### src/rtl/leg_reg_sequencer_if.sv
// Bus between the LEG instruction source / ALU and the register-bank
// sequencer. The sequencer uses the slave modport; the instruction source,
// ALU and register bank together form the master side.
interface leg_reg_sequencer_if #(
  parameter int NUM_REGS   = 6,
  parameter int DATA_WIDTH = 8
);
  logic                  instr_valid;
  logic [31:0]           instr;
  logic                  instr_ready;
  logic [NUM_REGS-1:0]   Read_A;
  logic [NUM_REGS-1:0]   Read_B;
  logic [NUM_REGS-1:0]   Write;
  logic [DATA_WIDTH-1:0] Write_Value;
  logic [7:0]            alu_op;
  logic                  imm_a_en;
  logic                  imm_b_en;
  logic [DATA_WIDTH-1:0] imm_a;
  logic [DATA_WIDTH-1:0] imm_b;
  logic                  op_valid;
  logic                  result_valid;
  logic [DATA_WIDTH-1:0] result;
  logic                  done;

  modport slave (
    input  instr_valid, instr, result_valid, result,
    output instr_ready, Read_A, Read_B, Write, Write_Value, alu_op,
           imm_a_en, imm_b_en, imm_a, imm_b, op_valid, done
  );

  modport master (
    output instr_valid, instr, result_valid, result,
    input  instr_ready, Read_A, Read_B, Write, Write_Value, alu_op,
           imm_a_en, imm_b_en, imm_a, imm_b, op_valid, done
  );
endinterface

### src/rtl/leg_reg_sequencer.sv
// LEG register-bank sequencer: accepts one instruction, strobes the operand
// registers until the ALU answers, then writes the result back on a single
// clock edge. Conditional instructions retire without write-back.
module leg_reg_sequencer #(
  parameter int NUM_REGS   = 6,
  parameter int DATA_WIDTH = 8
) (
  input  logic                clk,
  input  logic                rst,
  leg_reg_sequencer_if.slave  bus
);

  localparam logic [1:0] S_IDLE  = 2'd0;
  localparam logic [1:0] S_READ  = 2'd1;
  localparam logic [1:0] S_WRITE = 2'd2;

  logic [1:0]            state_q, state_d;
  logic [7:0]            alu_op_q;
  logic                  imm_a_en_q, imm_b_en_q;
  logic [DATA_WIDTH-1:0] imm_a_q, imm_b_q;
  logic [2:0]            sel_a_q, sel_b_q, dest_q;
  logic                  cond_q;
  logic [DATA_WIDTH-1:0] wval_q;
  logic                  done_q;

  logic                  accept;
  logic                  retire;
  logic [NUM_REGS-1:0]   read_a, read_b, write;

  // Upper dest bits never select a register.
  logic                  unused_dest_hi;
  assign unused_dest_hi = ^bus.instr[31:27];

  assign accept = (state_q == S_IDLE) && bus.instr_valid;
  assign retire = (state_q == S_READ) && bus.result_valid;

  // Next-state logic; result_valid only matters while in READ.
  always_comb begin
    state_d = state_q;
    case (state_q)
      S_IDLE:  if (bus.instr_valid) state_d = S_READ;
      S_READ:  if (bus.result_valid) state_d = cond_q ? S_IDLE : S_WRITE;
      S_WRITE: state_d = S_IDLE;
      default: state_d = S_IDLE;
    endcase
  end

  // State register; reset wins over everything, aborting any in-flight op.
  always_ff @(posedge clk) begin
    if (!rst) state_q <= S_IDLE;
    else      state_q <= state_d;
  end

  // Instruction field latches, loaded only when an instruction is accepted.
  always_ff @(posedge clk) begin
    if (!rst) begin
      alu_op_q   <= '0;
      imm_a_en_q <= 1'b0;
      imm_b_en_q <= 1'b0;
      imm_a_q    <= '0;
      imm_b_q    <= '0;
      sel_a_q    <= '0;
      sel_b_q    <= '0;
      dest_q     <= '0;
      cond_q     <= 1'b0;
    end else if (accept) begin
      alu_op_q   <= bus.instr[7:0];
      imm_a_en_q <= bus.instr[7];
      imm_b_en_q <= bus.instr[6];
      cond_q     <= bus.instr[5];
      imm_a_q    <= DATA_WIDTH'(bus.instr[15:8]);
      imm_b_q    <= DATA_WIDTH'(bus.instr[23:16]);
      sel_a_q    <= bus.instr[10:8];
      sel_b_q    <= bus.instr[18:16];
      dest_q     <= bus.instr[26:24];
    end
  end

  // Write-back data is captured from the ALU and held until the next write.
  always_ff @(posedge clk) begin
    if (!rst)                   wval_q <= '0;
    else if (retire && !cond_q) wval_q <= bus.result;
  end

  // done marks the cycle after the ALU answers: the WRITE cycle for normal
  // instructions, the first IDLE cycle for conditional ones.
  always_ff @(posedge clk) begin
    if (!rst) done_q <= 1'b0;
    else      done_q <= retire;
  end

  // One-hot strobes decoded from registered state; indices >= NUM_REGS
  // have no strobe bit and therefore select nothing.
  always_comb begin
    read_a = '0;
    read_b = '0;
    write  = '0;
    for (int i = 0; i < NUM_REGS; i++) begin
      read_a[i] = (state_q == S_READ)  && !imm_a_en_q && (sel_a_q == 3'(i));
      read_b[i] = (state_q == S_READ)  && !imm_b_en_q && (sel_b_q == 3'(i));
      write[i]  = (state_q == S_WRITE) && (dest_q == 3'(i));
    end
  end

  assign bus.instr_ready = (state_q == S_IDLE);
  assign bus.op_valid    = (state_q == S_READ);
  assign bus.Read_A      = read_a;
  assign bus.Read_B      = read_b;
  assign bus.Write       = write;
  assign bus.Write_Value = wval_q;
  assign bus.alu_op      = alu_op_q;
  assign bus.imm_a_en    = imm_a_en_q;
  assign bus.imm_b_en    = imm_b_en_q;
  assign bus.imm_a       = imm_a_q;
  assign bus.imm_b       = imm_b_q;
  assign bus.done        = done_q;

endmodule

### src/flat_wrapper.sv
// flat-port wrapper written by rule: the top's interface ports become plain ports
module leg_reg_sequencer_flat 
#(
  parameter int NUM_REGS   = 6,
  parameter int DATA_WIDTH = 8
)
  (clk, rst, bus_instr_valid, bus_instr, bus_result_valid, bus_result, bus_instr_ready, bus_Read_A, bus_Read_B, bus_Write, bus_Write_Value, bus_alu_op, bus_imm_a_en, bus_imm_b_en, bus_imm_a, bus_imm_b, bus_op_valid, bus_done);
  leg_reg_sequencer_if #(.NUM_REGS(NUM_REGS), .DATA_WIDTH(DATA_WIDTH)) bus_i ();
  input  logic clk;
  input  logic rst;
  input wire logic [$bits(bus_i.instr_valid)-1:0] bus_instr_valid;
  input wire logic [$bits(bus_i.instr)-1:0] bus_instr;
  input wire logic [$bits(bus_i.result_valid)-1:0] bus_result_valid;
  input wire logic [$bits(bus_i.result)-1:0] bus_result;
  output wire logic [$bits(bus_i.instr_ready)-1:0] bus_instr_ready;
  output wire logic [$bits(bus_i.Read_A)-1:0] bus_Read_A;
  output wire logic [$bits(bus_i.Read_B)-1:0] bus_Read_B;
  output wire logic [$bits(bus_i.Write)-1:0] bus_Write;
  output wire logic [$bits(bus_i.Write_Value)-1:0] bus_Write_Value;
  output wire logic [$bits(bus_i.alu_op)-1:0] bus_alu_op;
  output wire logic [$bits(bus_i.imm_a_en)-1:0] bus_imm_a_en;
  output wire logic [$bits(bus_i.imm_b_en)-1:0] bus_imm_b_en;
  output wire logic [$bits(bus_i.imm_a)-1:0] bus_imm_a;
  output wire logic [$bits(bus_i.imm_b)-1:0] bus_imm_b;
  output wire logic [$bits(bus_i.op_valid)-1:0] bus_op_valid;
  output wire logic [$bits(bus_i.done)-1:0] bus_done;
  assign bus_i.instr_valid = bus_instr_valid;
  assign bus_i.instr = bus_instr;
  assign bus_i.result_valid = bus_result_valid;
  assign bus_i.result = bus_result;
  assign bus_instr_ready = bus_i.instr_ready;
  assign bus_Read_A = bus_i.Read_A;
  assign bus_Read_B = bus_i.Read_B;
  assign bus_Write = bus_i.Write;
  assign bus_Write_Value = bus_i.Write_Value;
  assign bus_alu_op = bus_i.alu_op;
  assign bus_imm_a_en = bus_i.imm_a_en;
  assign bus_imm_b_en = bus_i.imm_b_en;
  assign bus_imm_a = bus_i.imm_a;
  assign bus_imm_b = bus_i.imm_b;
  assign bus_op_valid = bus_i.op_valid;
  assign bus_done = bus_i.done;
  leg_reg_sequencer #(.NUM_REGS(NUM_REGS), .DATA_WIDTH(DATA_WIDTH)) u_core (.clk(clk), .rst(rst), .bus(bus_i));
endmodule
### config.mk
export PLATFORM = sky130hd
export DESIGN_NAME = leg_reg_sequencer_flat
export DESIGN_NICKNAME = d
export VERILOG_FILES = /design/src/rtl/leg_reg_sequencer_if.sv /design/src/rtl/leg_reg_sequencer.sv /design/src/flat_wrapper.sv
export SDC_FILE = /design/constraint.sdc
export NUM_CORES = 1
export LEC_CHECK = 0
export CAP_MARGIN = 10
export CORE_MARGIN = 8
export CORE_UTILIZATION = 41
export DETAILED_ROUTE_END_ITERATION = 10
export PLACE_DENSITY = 0.88
export SYNTH_ARGS = -nofsm -noshare
export SYNTH_HDL_FRONTEND = slang
export SYNTH_SLANG_ARGS = --single-unit
### constraint.sdc
create_clock -name clk -period 3.6 [get_ports clk]
set_clock_uncertainty 0.1 [all_clocks]
set_input_delay 1.08 -clock clk [delete_from_list [all_inputs] [get_ports clk]]
set_output_delay 1.08 -clock clk [all_outputs]
set_load 0.02 [all_outputs]
==> out/metrics.csv, run 1 <==
stage,metric,value,unit
outcome,status,"complete, no violations",
power,P per Cell Area,383,nW/µm²
die,width of the chip,81.2,µm
hold_path,Hold WC Path Type,reg -> reg,
power,Max IR drop VDD,283,µV
routing,DR vias/cell,4.86,
synth,Synth area leader,dfxtp_1,
synth,Post-synth top flop,dfxtp_1,
die,Starting Density,43.0,%
die,Core ar.,4060,µm²
timing,setup ws final,0.420,ns
cells_and_area,nets,327,
routing,detailed router's first-iteration violation count,101,
synth,post-synthesis sequential area ratio,43.6,%
cells_and_area,"Core Util, Final",67.7,%
setup_path,CP Capture Type,primary output,
timing,period utilisation layout,88.3,%
synth,most frequent cell after synthesis,nand2_1,
cells_and_area,share of layout cells above drive strength 1,4.58,%
synth,synth warn,0,
setup_path,worst-path cell chain,or3b_4 > nor3_1 > clkdlybuf4s50_1,
synth,share of the synthesized area in the top cell type,43.6,%
global_routing,All-Layer GR Usage,13.8,%
synth,Mapped Nets,240,
clock_tree,TritonCTS clock tree,yes,
setup_path,slowest cell delay on critical path,0.63,ns
placement,DP Worst Slack,0.716,ns
timing,worst-margin pin slew,0.641,ns
synth,Post-Synthesis Cells,196,
setup_path,slowest CP cell,clkdlybuf4s50_1,
timing,maximum achievable frequency,314,MHz
synth,Post-synth ARST share,0,%
cells_and_area,diode count,0,
timing,RSZ-0062 raised after global routing,false,
clock_tree,worst skew pair latency,0.29,ns
setup_path,CP required,2.42,ns
timing,max-slew violation count,0,
routing,vias,1622,
routing,total iterations of the first detailed-routing run,4,
timing,setup violators final,0,
synth,synthesized area per cell,8.90,µm²
global_routing,vias in the first global route,1538,
setup_path,crit-path max FO,8,
clock_tree,clk root buf,clkbuf_8,
placement,Port Buf Inserts,93,
synth,Post-Synthesis Cell Area,1740,µm²
clock_tree,Clock Path Buffers,2,
setup_path,Setup crit start kind,flip-flop,
cells_and_area,post-route design area,2750,µm²
job,max cap viols,0,
synth,"flops & latches, synth",38,
synth,number of synthesized flops with an enable pin,0,
timing,Final Hold Viols,0,
timing,Setup TNS,0,ns
clock_tree,Num CTS Buffers,5,
placement,gpl congestion,0.752,
clock_tree,cts hold-fix bufs,0,
synth,"top cells by area, synth","dfxtp_1 44%, mux2i_1 20%, nand2_1 15%",
timing,Min Hold Slack,0.358,ns
synth,most instantiated cells after synthesis,"71 x nand2_1, 38 x dfxtp_1, 35 x mux2i_1",
placement,placed cell areas,2640,µm²
global_routing,antenna violations before repair,0,
timing,slew margin rel.,57.3,%
synth,Yosys cell types,24,
cells_and_area,# fillers,356,
die,I/O pins,99,
global_routing,largest net degree at the start of global routing,73,
clock_tree,PostCTS Resize Cnt,0,
timing,final critical-path required period,3.18,ns
cells_and_area,Area Growth Syn to Fin,57.5,%
routing,DRC viols,0,
die,site row count,23,
routing,"antenna viol nets, final",0,
setup_path,worst path arrival time,2.00,ns
die,die area,6600,µm²
routing,routed len/inst,14.2,µm
clock_tree,Clock Sinks,38,
global_routing,GRT overflow,0,
power,Leak,1.09,nW
die,chip height,81.2,µm
setup_path,critical path class,reg -> out,
clock_tree,H-tree depth,2,
global_routing,first-pass GRT wire length,7.10,mm
placement,HPWL after detailed placement,3.58,mm
routing,drt total wl,4.73,mm
clock_tree,post-CTS setup buffer count,0,
clock_tree,"Reg clk slew, reported paths",0.08,ns
-- cell usage in the layout, fill, tap and decap left out, types with 2 or more instances in the layout --
cell type / n
buf_4: 2
clkbuf_8: 5
inv_1: 3
nor3_1: 5
nor2_1: 7
mux2i_1: 35
dfxtp_1: 38
nand2_1: 71
nor4b_1: 2
clkinv_2: 2
and4b_1: 4
nand2b_1: 3
clkdlybuf4s50_1: 92
nor3b_1: 2
and4_1: 2
and3_1: 2
-- through the flow --
stage               total power [mW]  cells
floorplan                      0.604    196
global placement               0.704    326
detailed placement             0.711    326
CTS                             1.07    334
global route                    1.10    334
finish                          1.05    334
-- path summary, 6_finish.rpt --
kind	slack (ns)	cells after the start	from	end
hold / removal	0.36	2	u_core.bus.Write_Value[5]	u_core.bus.Write_Value[5]
hold reg to reg	0.36	2	u_core.bus.Write_Value[5]	u_core.bus.Write_Value[5]
setup / recovery	0.42	3	u_core.state_q[1]	bus_Write[3]
setup reg to reg	2.11	3	u_core.state_q[1]	u_core.bus.imm_b[4]
-- sequential cells by signal, indices dropped and copies added, names as in the netlist, 2 cells and up --
name,flops
u_core.bus.imm_a,6
u_core.sel_b_q,2
u_core.bus.imm_b,6
u_core.state_q,2
u_core.bus.Write_Value,8
u_core.sel_a_q,2
u_core.dest_q,3
u_core.bus.alu_op,7
-- layout make-up --
| class | count | area, µm² | share of cell area (%) |
|---|---|---|---|
| clock buffer | 5 | 68.8 | 2.51 |
| timing repair buffer | 95 | 941 | 34.3 |
| inverter | 3 | 11.3 | 0.410 |
| tap | 50 | 62.6 | 2.28 |
| clock inverter | 3 | 40.0 | 1.46 |
| multi-input combinational | 140 | 862 | 31.4 |
| sequential | 38 | 761 | 27.7 |
-- worst max-delay path: cells and delay by family, from the launching register on --
| kind | cells | cell delay (ns) |
|---|---|---|
| buffers and inverters | 1 | 0.63 |
| AND/OR/NAND/NOR | 2 | 0.59 |
| flip-flops | 1 | 0.49 |
-- power by group --
part / leakage (nW) / internal [mW] / switching (mW)
combinational: 0.719 / 0.122 / 0.107
clock: 0.0579 / 0.204 / 0.148
sequential: 0.312 / 0.447 / 0.0233
-- kinds of logic (layout without fill, tap and decap cells) --
logic type             after synthesis  in the layout  share of synthesized area [%]
AND/OR/NAND/NOR                    104            104                           28.6
flip-flops                          38             38                           43.6
multiplexers                        35             35                           20.1
buffers and inverters               18            106                           7.32
AO/OA/AOI/OAI                        1              1                          0.431
-- metal layers --
metal	track usage (%)	part of all wire (%)	up-vias
met5	0	0	-
met4	6.96	2.3	0
met3	4.97	9.4	8
met2	24.3	48	59
met1	14.1	41	738
li1	-	-	817
No activity file was read; power rests on OpenSTA's default activity.
==> inputs of run 2 (changes only) <==
- CORE_UTILIZATION: 41 -> 42
- CTS_BUF_LIST: unset -> sky130_fd_sc_hd__clkbuf_4 sky130_fd_sc_hd__clkbuf_8
- PLACE_DENSITY: 0.88 -> 0.9
==> out/metrics.csv, run 2 (same netlist as run 1, synthesis figures left out) <==
stage,metric,value,unit,change
cells_and_area,Area Growth Syn to Fin,55.7,%,was 57.5%
die,Starting Density,43.6,%,was 43.0%
cells_and_area,nets,327,,unchanged
setup_path,CP Capture Type,primary output,,unchanged
timing,max-slew violation count,0,,unchanged
die,die area,6470,µm²,was 6600 µm²
hold_path,Worst Hold End,u_core.bus.imm_a[4],,was u_core.bus.Write_Value[5]
clock_tree,Num CTS Buffers,5,,unchanged
job,max cap viols,0,,unchanged
power,internal power,0.699,mW,was 0.773 mW
clock_tree,"Reg clk slew, reported paths",0.07,ns,was 0.08 ns
placement,Port Buf Inserts,93,,unchanged
global_routing,first-pass GRT wire length,7.30,mm,was 7.10 mm
clock_tree,TritonCTS clock tree,yes,,unchanged
routing,DR vias/cell,4.83,,was 4.86
clock_tree,post-CTS setup buffer count,0,,unchanged
power,P per Cell Area,357,nW/µm²,was 383 nW/µm²
clock_tree,Clock Sinks,38,,unchanged
cells_and_area,max reg flops,8,,unchanged
setup_path,FF-to-FF Start,u_core.state_q[1],,unchanged
routing,vias,1607,,was 1622
cells_and_area,# fillers,320,,was 356
clock_tree,Clock Path Buffers,2,,unchanged
hold_path,min-delay src,u_core.bus.imm_a[4],,was u_core.bus.Write_Value[5]
clock_tree,worst skew pair latency,0.28,ns,was 0.29 ns
setup_path,Worst R2R End,u_core.bus.imm_b[7],,was u_core.bus.imm_b[4]
power,switching share of total power,27.8,%,was 26.5%
global_routing,GRT overflow,0,,unchanged
hold_path,hold path depth,2,,unchanged
routing,routed len/inst,14.3,µm,was 14.2 µm
routing,detailed router's first-iteration violation count,67,,was 101
setup_path,slowest CP cell,clkdlybuf4s50_1,,unchanged
cells_and_area,share of layout cells above drive strength 1,4.24,%,was 4.58%
setup_path,worst path arrival time,2.06,ns,was 2.00 ns
cells_and_area,post-route design area,2720,µm²,was 2750 µm²
cells_and_area,fin cells,333,,was 334
die,I/O pins,99,,unchanged
clock_tree,clk root buf,clkbuf_8,,unchanged
power,sw power,0.269,mW,was 0.278 mW
setup_path,Setup crit start kind,flip-flop,,unchanged
cells_and_area,most frequent cells in the layout,"92 x clkdlybuf4s50_1, 71 x nand2_1, 38 x dfxtp_1",,unchanged
placement,HPWL after detailed placement,3.67,mm,was 3.58 mm
setup_path,worst-path cell chain,nand2b_1 > nor4b_1 > clkdlybuf4s50_1,,was or3b_4 > nor3_1 > clkdlybuf4s50_1
placement,Post-Place Cells,326,,unchanged
clock_tree,H-tree depth,2,,unchanged
clock_tree,cts hold-fix bufs,0,,unchanged
routing,DRC viols,0,,unchanged
setup_path,critical path class,reg -> out,,unchanged
routing,drt total wl,4.76,mm,was 4.73 mm
routing,"antenna viol nets, final",0,,unchanged
global_routing,vias in the first global route,1519,,was 1538
timing,slew margin rel.,67.2,%,was 57.3%
die,site row count,23,,unchanged
timing,period utilisation layout,89.9,%,was 88.3%
setup_path,R2R setup slack,2.10,ns,was 2.11 ns
setup_path,R2R depth,3,,unchanged
global_routing,antenna violations before repair,0,,unchanged
power,Clk network pwr share,27.8,%,was 33.5%
timing,Final Hold Viols,0,,unchanged
timing,maximum achievable frequency,309,MHz,was 314 MHz
hold_path,Hold WC Path Type,reg -> reg,,unchanged
global_routing,largest net degree at the start of global routing,49,,was 73
placement,placed cell areas,2640,µm²,unchanged
setup_path,crit-path max FO,8,,unchanged
timing,setup violators final,0,,unchanged
timing,RSZ-0062 raised after global routing,false,,unchanged
outcome,status,"complete, no violations",,unchanged
cells_and_area,"most common cell after layout, fill and taps aside",clkdlybuf4s50_1,,unchanged
power,Flop pwr share,48.6,%,was 44.8%
placement,gpl congestion,0.736,,was 0.752
setup_path,CP required,2.42,ns,about the same
cells_and_area,diode count,0,,unchanged
die,width of the chip,80.4,µm,was 81.2 µm
global_routing,All-Layer GR Usage,14.2,%,was 13.8%
die,Core ar.,4000,µm²,was 4060 µm²
power,Leak,1.07,nW,was 1.09 nW
timing,Setup TNS,0,ns,unchanged
power,Max IR drop VDD,319,µV,was 283 µV
routing,total iterations of the first detailed-routing run,3,,was 4
timing,worst-margin pin slew,0.492,ns,was 0.641 ns
setup_path,slowest cell delay on critical path,0.68,ns,was 0.63 ns
timing,final critical-path required period,3.24,ns,was 3.18 ns
clock_tree,PostCTS Resize Cnt,0,,unchanged
power,Comb pwr share,23.6,%,was 21.7%
die,chip height,80.4,µm,was 81.2 µm
run 2: cell count changes in the layout (fill, tap and decap cells not counted), sizes merged:
cell	previous run	this run
bufinv	1	0
run 2: worst max path at each step:
stage	start	endpoint	slack (ns)	cells past startpoint
after floorplan	u_core.state_q[1]	bus_Read_B[5]	1.07	2
after global placement	u_core.state_q[0]	bus_Read_A[5]	0.74	3
after detailed placement	u_core.state_q[0]	bus_Read_A[5]	0.69	3
after CTS	u_core.state_q[0]	bus_Read_A[5]	0.37	3
after global routing	u_core.state_q[0]	bus_Read_B[5]	0.26	3
final	u_core.state_q[0]	bus_Read_B[5]	0.36	3
run 2: layer usage:
layer  global-route usage, %  vias to the layer above  part of all wire [%]
met1                    15.4                      726                    39
met5                       0                        -                     0
met3                    4.80                        7                    10
met2                    24.0                       58                    49
li1                        -                      816                     -
met4                    7.27                        0                   1.9
run 2: power by group through the flow:
stage          Sequential [mW]  Clock, mW  Combinational (mW)
2_1_floorplan            0.503          0               0.100
3_3_place_gp             0.478          0               0.226
3_5_place_dp             0.481          0               0.231
4_1_cts                  0.471      0.279               0.232
5_1_grt                  0.475      0.298               0.245
6_report                 0.471      0.269               0.228
run 2: area by class of cell:
class	count	area, µm²	share of cell area (%)
multi-input cells	140	862	31.7
clock buffers	5	68.8	2.53
well taps	50	62.6	2.30
inverters	3	11.3	0.415
clock inverters	2	10.0	0.368
repair buffers	95	941	34.6
flip-flops and latches	38	761	28.0
run 2: critical path: cells and delay by family, from the launching register on:
family,cells,cell delay [ns]
AND/OR/NAND/NOR,2,0.60
flip-flops,1,0.50
buffers and inverters,1,0.68
run 2: metrics by stage:
step | total power [mW] | utilization (%) | setup slack (ns) | hold WS, ns
6_report | 0.969 | 67.9 | 0.363 | 0.358
5_1_grt | 1.02 | 67.9 | 0.255 | 0.372
4_1_cts | 0.982 | 67.9 | 0.374 | 0.361
3_5_place_dp | 0.711 | 65.9 | 0.687 | 0.349
3_3_place_gp | 0.704 | 65.9 | 0.735 | 0.341
2_1_floorplan | 0.604 | - | 1.07 | 0.336
